File: src/rtl/id_ex_stage_pkg.sv
// id_ex_stage_pkg: pipeline constants and types shared by the ID/EX stage and the ALU
// ALU op codes, forwarding-select encoding and the stage control bundle.
package id_ex_stage_pkg;
   localparam logic [3:0] ALU_AND = 4'd0;
   localparam logic [3:0] ALU_OR  = 4'd1;
   localparam logic [3:0] ALU_SUB = 4'd6;
   localparam logic [3:0] ALU_SLT = 4'd7;
   localparam logic [3:0] ALU_NOR = 4'd12;
   localparam logic [3:0] ALU_ADD = 4'd15;

   typedef enum logic [1:0] {FWD_NONE, FWD_EXMEM, FWD_MEMWB} fwd_sel_e;

   typedef struct packed {
      logic       reg_write;
      logic       mem_read;
      logic       mem_write;
      logic       mem_to_reg;
      logic       alu_src;
      logic [3:0] alu_op;
   } ctrl_t;

   function automatic logic [31:0] fwd_mux(input fwd_sel_e s, input logic [31:0] reg_data,
                                           input logic [31:0] ex_data, input logic [31:0] wb_data);
      return s == FWD_EXMEM ? ex_data : s == FWD_MEMWB ? wb_data : reg_data;
   endfunction
endpackage

File: src/rtl/id_ex_stage_forward.sv
// forward_unit: picks the bypass source for one EX operand
// in: valid/addr of the operand, EX/MEM and MEM/WB writeback info; out: sel.
module forward_unit
   import id_ex_stage_pkg::*;
(
   input  logic       valid,
   input  logic [4:0] addr,
   input  logic       exmem_reg_write,
   input  logic [4:0] exmem_rd,
   input  logic       memwb_reg_write,
   input  logic [4:0] memwb_rd,
   output fwd_sel_e   sel
);
   // r0 is hardwired zero and bubbles carry no operands, so neither is bypassed
   always_comb
      sel = (!valid || addr == 5'd0)                ? FWD_NONE  :
            (exmem_reg_write && exmem_rd == addr)   ? FWD_EXMEM :
            (memwb_reg_write && memwb_rd == addr)   ? FWD_MEMWB : FWD_NONE;
endmodule

File: src/rtl/id_ex_stage.sv
// id_ex_stage: ID/EX pipeline register with operand forwarding and load-use bubbling
// in: decoded instruction (in_*), stall, flush, EX/MEM and MEM/WB writeback buses
// out: ALU operands/op, store data, EX control bundle, load_use_hazard, bubble_count.
module id_ex_stage
   import id_ex_stage_pkg::*;
(
   input  logic        clk,
   input  logic        rst_n,
   input  logic        in_valid,
   input  logic [31:0] in_rs_data,
   input  logic [31:0] in_rt_data,
   input  logic [31:0] in_imm,
   input  logic [4:0]  in_rs_addr,
   input  logic [4:0]  in_rt_addr,
   input  logic [4:0]  in_rd_addr,
   input  logic [3:0]  in_alu_op,
   input  logic        in_alu_src,
   input  logic        in_uses_rt,
   input  logic        in_reg_write,
   input  logic        in_mem_read,
   input  logic        in_mem_write,
   input  logic        in_mem_to_reg,
   input  logic        stall,
   input  logic        flush,
   input  logic        exmem_reg_write,
   input  logic [4:0]  exmem_rd,
   input  logic [31:0] exmem_result,
   input  logic        memwb_reg_write,
   input  logic [4:0]  memwb_rd,
   input  logic [31:0] memwb_result,
   output logic [31:0] alu_x,
   output logic [31:0] alu_y,
   output logic [3:0]  alu_op,
   output logic        out_valid,
   output logic [4:0]  out_rd,
   output logic [31:0] out_store_data,
   output logic        out_reg_write,
   output logic        out_mem_read,
   output logic        out_mem_write,
   output logic        out_mem_to_reg,
   output logic        load_use_hazard,
   output logic [15:0] bubble_count
);
   typedef struct packed {
      logic        valid;
      ctrl_t       ctrl;
      logic [31:0] rs_data;
      logic [31:0] rt_data;
      logic [31:0] imm;
      logic [4:0]  rs_addr;
      logic [4:0]  rt_addr;
      logic [4:0]  rd;
   } stage_t;

   stage_t      stage_d, stage_q, cap;
   logic [15:0] bubble_count_d, bubble_count_q;
   logic        hz_bubble;
   logic [31:0] fwd_rs, fwd_rt;
   fwd_sel_e    sel_rs, sel_rt;

   forward_unit u_fwd_rs (
      .valid(stage_q.valid), .addr(stage_q.rs_addr),
      .exmem_reg_write(exmem_reg_write), .exmem_rd(exmem_rd),
      .memwb_reg_write(memwb_reg_write), .memwb_rd(memwb_rd), .sel(sel_rs)
   );

   forward_unit u_fwd_rt (
      .valid(stage_q.valid), .addr(stage_q.rt_addr),
      .exmem_reg_write(exmem_reg_write), .exmem_rd(exmem_rd),
      .memwb_reg_write(memwb_reg_write), .memwb_rd(memwb_rd), .sel(sel_rt)
   );

   // a valid load in EX whose destination is read by the instruction in ID
   assign load_use_hazard = in_valid && stage_q.valid && stage_q.ctrl.mem_read && stage_q.rd != 5'd0 &&
                            (stage_q.rd == in_rs_addr || (in_uses_rt && stage_q.rd == in_rt_addr));

   always_comb begin
      cap.valid      = in_valid;
      cap.ctrl       = in_valid ? {in_reg_write, in_mem_read, in_mem_write, in_mem_to_reg, in_alu_src, in_alu_op} : '0;
      cap.rs_data    = in_rs_data;
      cap.rt_data    = in_rt_data;
      cap.imm        = in_imm;
      cap.rs_addr    = in_rs_addr;
      cap.rt_addr    = in_rt_addr;
      cap.rd         = in_rd_addr;
      hz_bubble      = !flush && !stall && load_use_hazard;
      stage_d        = (flush || hz_bubble) ? '0 : stall ? stage_q : cap;
      bubble_count_d = bubble_count_q + {15'd0, hz_bubble && bubble_count_q != 16'hFFFF};
   end

   always_ff @(posedge clk) begin
      if (!rst_n) begin
         stage_q        <= '0;
         bubble_count_q <= '0;
      end else begin
         stage_q        <= stage_d;
         bubble_count_q <= bubble_count_d;
      end
   end

   // data fields of an invalid slot are still captured, so operands are masked to give bubble outputs of 0
   always_comb begin
      fwd_rs         = fwd_mux(sel_rs, stage_q.rs_data, exmem_result, memwb_result);
      fwd_rt         = fwd_mux(sel_rt, stage_q.rt_data, exmem_result, memwb_result);
      alu_x          = stage_q.valid ? fwd_rs : '0;
      alu_y          = !stage_q.valid ? '0 : stage_q.ctrl.alu_src ? stage_q.imm : fwd_rt;
      out_store_data = stage_q.valid ? fwd_rt : '0;
   end

   assign alu_op         = stage_q.ctrl.alu_op;
   assign out_valid      = stage_q.valid;
   assign out_rd         = stage_q.rd;
   assign out_reg_write  = stage_q.ctrl.reg_write;
   assign out_mem_read   = stage_q.ctrl.mem_read;
   assign out_mem_write  = stage_q.ctrl.mem_write;
   assign out_mem_to_reg = stage_q.ctrl.mem_to_reg;
   assign bubble_count   = bubble_count_q;
endmodule

File: config.mk
export PLATFORM = sky130hd
export DESIGN_NAME = id_ex_stage
export DESIGN_NICKNAME = d
export VERILOG_FILES = /design/src/rtl/id_ex_stage_pkg.sv /design/src/rtl/id_ex_stage_forward.sv /design/src/rtl/id_ex_stage.sv
export SDC_FILE = /design/constraint.sdc
export NUM_CORES = 1
export LEC_CHECK = 0
export BUFFER_PORTS_ARGS = -buffer_cell sky130_fd_sc_hd__buf_4
export CAP_MARGIN = 30
export CORE_UTILIZATION = 34
export CTS_CLUSTER_SIZE = 16
export DETAILED_ROUTE_END_ITERATION = 12
export SLEW_MARGIN = 15
export SYNTH_ARGS = -nofsm -noshare
export SYNTH_HDL_FRONTEND = slang
export SYNTH_HIERARCHICAL = 1
export SYNTH_SLANG_ARGS = --single-unit
File: constraint.sdc
create_clock -name clk -period 2.6 [get_ports clk]
set_input_delay 0.26 -clock clk [delete_from_list [all_inputs] [get_ports clk]]
set_output_delay 0.26 -clock clk [all_outputs]
set_load 0.01 [all_outputs]
* After elaboration in Yosys (flattened, before gate mapping)
Cells that the tools add are included.
Word-level totals: register bits 137, latch bits 0, bits in writable memories 0, memory bits (read-only) 0, bits of input ports 202, output and inout port bits 127, word-level logic and storage cells 65, memories 0
Cells by class: add/subtract/negate cells 1, multipliers 0, divide/modulo/power cells 0, $lt $le $gt $ge 0, equal/unequal tests 11, shift operators 0, mux-type cells 15, bitwise logic cells 1, reductions and logical operators 23
Operator list (number):
- 32-bit 2-to-1 mux | 8
- 5-bit == test | 6
- 16-bit by 1-bit adder with 16-bit output | 1
- 16-bit inequality test (second input constant) | 1
- 1-bit logical AND | 12
- 2-bit 2-to-1 mux | 6
- 5-bit logical NOT | 2
- 9-bit 2-to-1 mux | 1
- 5-bit nonzero test | 1
- 2-bit by 1-bit == test with 1-bit output (second input constant) | 2
- 2-bit == test (second input constant) | 2
- 1-bit logical OR | 4
- 1-bit logical NOT | 3
- 2-bit OR reduction | 1
- 1-bit NOT | 1

* Longest topological paths before layout
depth after elaboration 10, gate-level depth with buffers 11

* By module
Netlist, hierarchy kept.
Modules (own cells, without submodules):
- id_ex_stage | instances 1, cells an instance 866, area an instance 7607.3 µm²
- forward_unit | instances 2, cells an instance 18, area an instance 146.4 µm²

* Worst setup path before layout
Ideal clock, no wire load.
path type flip-flop to output port, from reg stage_q[13] in the netlist's numbering, to out alu_x[10], data arrival time 2229 ps, data required time 2340 ps, setup slack 111 ps, cell stages (with the launch flop) 9, path buffers 2, cells stage by stage dfxtp_1 xor2_1 nor4_1 nand3_1 nor2_1 clkbuf_1 clkbuf_1 mux2_2 o211a_1
Between the ends: elaborated cells on any way between the ends 14, classes of those cells 4 x eq/ne; 6 x mux; 4 x reduce/logical
RTL lines:
- start, declared | RTL line id_ex_stage.sv:55 | stage_t stage_d, stage_q, cap;
- start signal, assigned | RTL line id_ex_stage.sv:96 | stage_q <= stage_d;
- 5-bit == test | RTL line id_ex_stage_forward.sv:17 | (exmem_reg_write && exmem_rd == addr) ? FWD_EXMEM :
- 1-bit logical AND | RTL line id_ex_stage_forward.sv:17
- 2-bit 2-to-1 mux | RTL line id_ex_stage_forward.sv:17
- 2-bit 2-to-1 mux * | RTL line id_ex_stage_forward.sv:16 | sel = (!valid || addr == 5'd0) ? FWD_NONE :
- named net sel_rs[0] | RTL line id_ex_stage.sv:59 | fwd_sel_e sel_rs, sel_rt;
- 2-bit == test | RTL line id_ex_stage_pkg.sv:24 | return s == FWD_EXMEM ? ex_data : s == FWD_MEMWB ? wb_data : reg_data;
- 32-bit 2-to-1 mux | RTL line id_ex_stage_pkg.sv:24
- 32-bit 2-to-1 mux * | RTL line id_ex_stage_pkg.sv:24
- 32-bit 2-to-1 mux * | RTL line id_ex_stage.sv:105 | alu_x = stage_q.valid ? fwd_rs : '0;
- end, declared | RTL line id_ex_stage.sv:31 | output logic [31:0] alu_x,
The timed path passes the listed nets; every way through them passes the cells marked *.

* Final worst setup path
from reg stage_q[7] in the netlist's numbering, to out alu_y[14]
Between the ends: longest elaborated chain between the ends 10, elaborated cells on any way between the ends 15, classes of those cells 4 x eq/ne; 7 x mux; 4 x reduce/logical
RTL lines:
- 5-bit == test | RTL line id_ex_stage_forward.sv:18 | (memwb_reg_write && memwb_rd == addr) ? FWD_MEMWB : FWD_NONE;
- 1-bit logical AND | RTL line id_ex_stage_forward.sv:18
- 2-bit 2-to-1 mux | RTL line id_ex_stage_forward.sv:18
- 2-bit 2-to-1 mux | RTL line id_ex_stage_forward.sv:17
- 2-bit 2-to-1 mux * | RTL line id_ex_stage_forward.sv:16
- named net sel_rt[1] | RTL line id_ex_stage.sv:59
- 2-bit == test | RTL line id_ex_stage_pkg.sv:24
- 32-bit 2-to-1 mux | RTL line id_ex_stage_pkg.sv:24
- 32-bit 2-to-1 mux * | RTL line id_ex_stage_pkg.sv:24
- 32-bit 2-to-1 mux * (2 in series) | RTL line id_ex_stage.sv:106 | alu_y = !stage_q.valid ? '0 : stage_q.ctrl.alu_src ? stage_q.imm : fwd_rt;
- end, declared | RTL line id_ex_stage.sv:32 | output logic [31:0] alu_y,
Marked as above.

==> flow_summary.toml <==
[critical_path]
crit_start = "stage_q[7]"
worstRegToRegCells = 11
cp-end-kind = "primary output"
required_ps = 2340
crit_slowest_cell = "dfxtp_2"
rrSetupSlack_ps = 100
worstSetupStartpointType = "flop"
slowest_delay_ps = 340
arrival_ps = 2680
cp_max_fo = 22
reg2reg_to = "bubble_count[15]"
timing.critical_path.cells = "xor2_1, nor4_2, nand3_1, nor3b_2, buf_4, nand2b_4, buf_12, o22ai_1, nor2_2, o211a_1, buf_4"
worstSetupPathType = "flop to primary output"
cp_common_cell = "buf_4"
crit_path_end = "alu_y[14]"
r2r_start = "out_rd[3]"

[cts]
htreeDepth = 4
insertion_delay_ps = 430
cts_buffers = 17
clk_pin_slew_ps = 70
tritoncts = "built"
clock_sinks = 137
cts_buffer_depth = 2
cts_root_buffer = "clkbuf_16"

[floorplanning]
dieWidth_um = 154
start_util_pct = 34.8
dieHeight_um = 154
num_rows = 55
core_area_um2 = 22700
pin_count = 329
die_area_um2 = 23800

[global_route]
grt_pass1_vias = 7748
grt_overflow_total = 0
antenna_found_initial = 1
grt_max_degree = 98
grt_pass1_wl_mm = 43.2
globalRouteTotalUtil_pct = 23.4

[logic_synthesis]
yosys_warnings = 6
synth_top_area_share_pct = 34.7
synth_area_per_cell_um2 = 8.76
synth_top_area_cell = "dfxtp_1"
synth_edf_count = 0
synthDistinctLibCells = 39
mappedNetlistArea_um2 = 7900
synth.area.top_cells = "dfxtp_1 35%, mux2i_1 18%, nor2_1 9.0%"
synthCells = 902
yosys_register_bits = 137
synth_flop_cell = "dfxtp_1"
synthArstFlopShare_pct = 0
seq_area_frac_synth_pct = 34.7
synth_nets = 1106

[sta]
rsz0062_at_grt = "yes"
relSlewSlack_pct = 43.4
fmax_ghz = 0.340
min_period_ps = 2940
worst_slack_ps = -344
setup_viol_count_final = 96
worst_pin_slew_ps = 847
hold_violations = 0
final_max_slew_viol_count = 0
skew_ps = 13.6
finalCritPeriodShare_pct = 113

[detailed_routing]
drt_iter0_drc = 399
dr.pass1.iters = 5
vias_per_cell = 5.05
antenna_left = 0
wirelength_mm = 28.7
via_count = 7730
route.detailed.drc = 0
wire_per_inst_um = 18.7

[placed_design]
io_buffers = 328
dp_cells = 1485
dp_hpwl_mm = 19.4
routabilityCongestion = 0.800
dp_slack_ps = -15.0

[layout]
top_register = "stage_q"
final_cell_mix = "349 x buf_4, 166 x nor2_1, 141 x mux2i_1"
instances_no_fill = 1532
fin_nets = 1437
layout-drive-gt1-share_pct = 42.3
largest_reg_flops = 107
syn2layout_area_growth_pct = 54.4
final_common_cell = "buf_4"

[run_status]
status = "complete, but fails checks"
violations = "negative setup slack"

[power]
ir_drop_mv = 0.360
leakage_nw = 6.45
p_per_area_nw_per_um2 = 442
total_power_mw = 5.39

[hold_path]
hold_class = "input port to flop"

[flow_run]
maxCapViolCount = 0
-- worst max-delay path: cells and delay by family (launching register included) --
kind | cells | cell delay [ps]
xor+xnor | 1 | 170
flops | 1 | 340
simple gates | 5 | 860
compound gates | 2 | 410
buf+inv | 3 | 480
-- worst min path at each step --
stage                              from              end  slack (ps)  cells after the start
final                         in_imm[6]      stage_q[21]          60                      3
after global routing      in_rd_addr[1]        out_rd[1]          50                      3
after CTS                     in_imm[6]      stage_q[21]          40                      3
after detailed placement    stage_q[35]      stage_q[35]         470                      2
after global placement      stage_q[37]      stage_q[37]         470                      2
after floorplan                   rst_n  bubble_count[0]         380                      1
-- synth_stat cells (all sizes together), types with 2 or more instances --
| cell | n |
|---|---|
| nand2b | 34 |
| nor3b | 2 |
| ha | 2 |
| nand4 | 2 |
| xnor2 | 12 |
| a21boi | 5 |
| nor2b | 2 |
| inv | 2 |
| o22ai | 32 |
| nand2 | 40 |
| or4 | 3 |
| buf | 31 |
| mux2 | 31 |
| mux2i | 142 |
| nor3 | 3 |
| a21oi | 2 |
| clkbuf | 50 |
| nand3 | 10 |
| dfxtp | 137 |
| xor2 | 28 |
| o21ai | 8 |
| and2 | 43 |
| or3 | 5 |
| nor4 | 6 |
| nor2 | 189 |
| a22oi | 9 |
| o211a | 63 |
| and4 | 2 |
-- power by group --
part	leakage (nW)	internal [mW]	switching (mW)
Sequential	1.12	2.16	0.0404
Combinational	5.04	0.401	0.306
Clock	0.292	1.46	1.03
Total	6.45	4.02	1.38
-- area by class of cell --
class / instances / area [um^2]
fillers: 2154 / 10500
multi-input cells: 682 / 5110
repair buffers: 393 / 3370
flip-flops and latches: 137 / 2760
clock buffers: 18 / 439
well taps: 285 / 357
clock inverters: 14 / 160
inverters: 2 / 7.51
diodes: 1 / 2.50
-- what timing repair did --
action / 4_1_cts / 5_1_grt
pin swaps: 6 / 10
setup buffers: 4 / 2
gates resized for setup: 60 / 48
hold buffers: 0 / 0
setup endpoints to repair: 96 / 107
gates cloned: 5 / 3
hold endpoints to repair: 0 / 0
-- cells by family (layout without fill, tap and decap cells) --
family,count (synthesis),count (layout),synth area share (%)
other,0,1,0
and+or+nand+nor,344,344,20.2
DFF,137,137,34.7
buffers and inverters,83,427,4.85
xor gates and xnor gates,40,40,4.43
muxes,173,173,22.4
adders and majority gates,2,2,0.317
AOI/OAI and AO/OA,123,123,13.1
-- metrics by stage --
stage	area (um^2)	hold WS, ps	utilization [%]	setup TNS, ps
floorplan	7900	382	-	0
global placement	10900	466	48.1	-3.53
detailed placement	10900	474	48.1	-30.7
CTS	11900	39.5	52.5	-27280
global route	12200	48.5	53.7	-33740
finish	12200	63.0	53.7	-25400
-- layer usage --
layer	GRT usage [%]	routed length (um)	vias up
met5	0	0	-
met4	9.81	724	0
met3	5.38	1720	41
met2	39.6	14000	237
met1	28.5	12300	3653
li1	-	-	3799
Note: power is estimated with default switching activity, not from simulation.
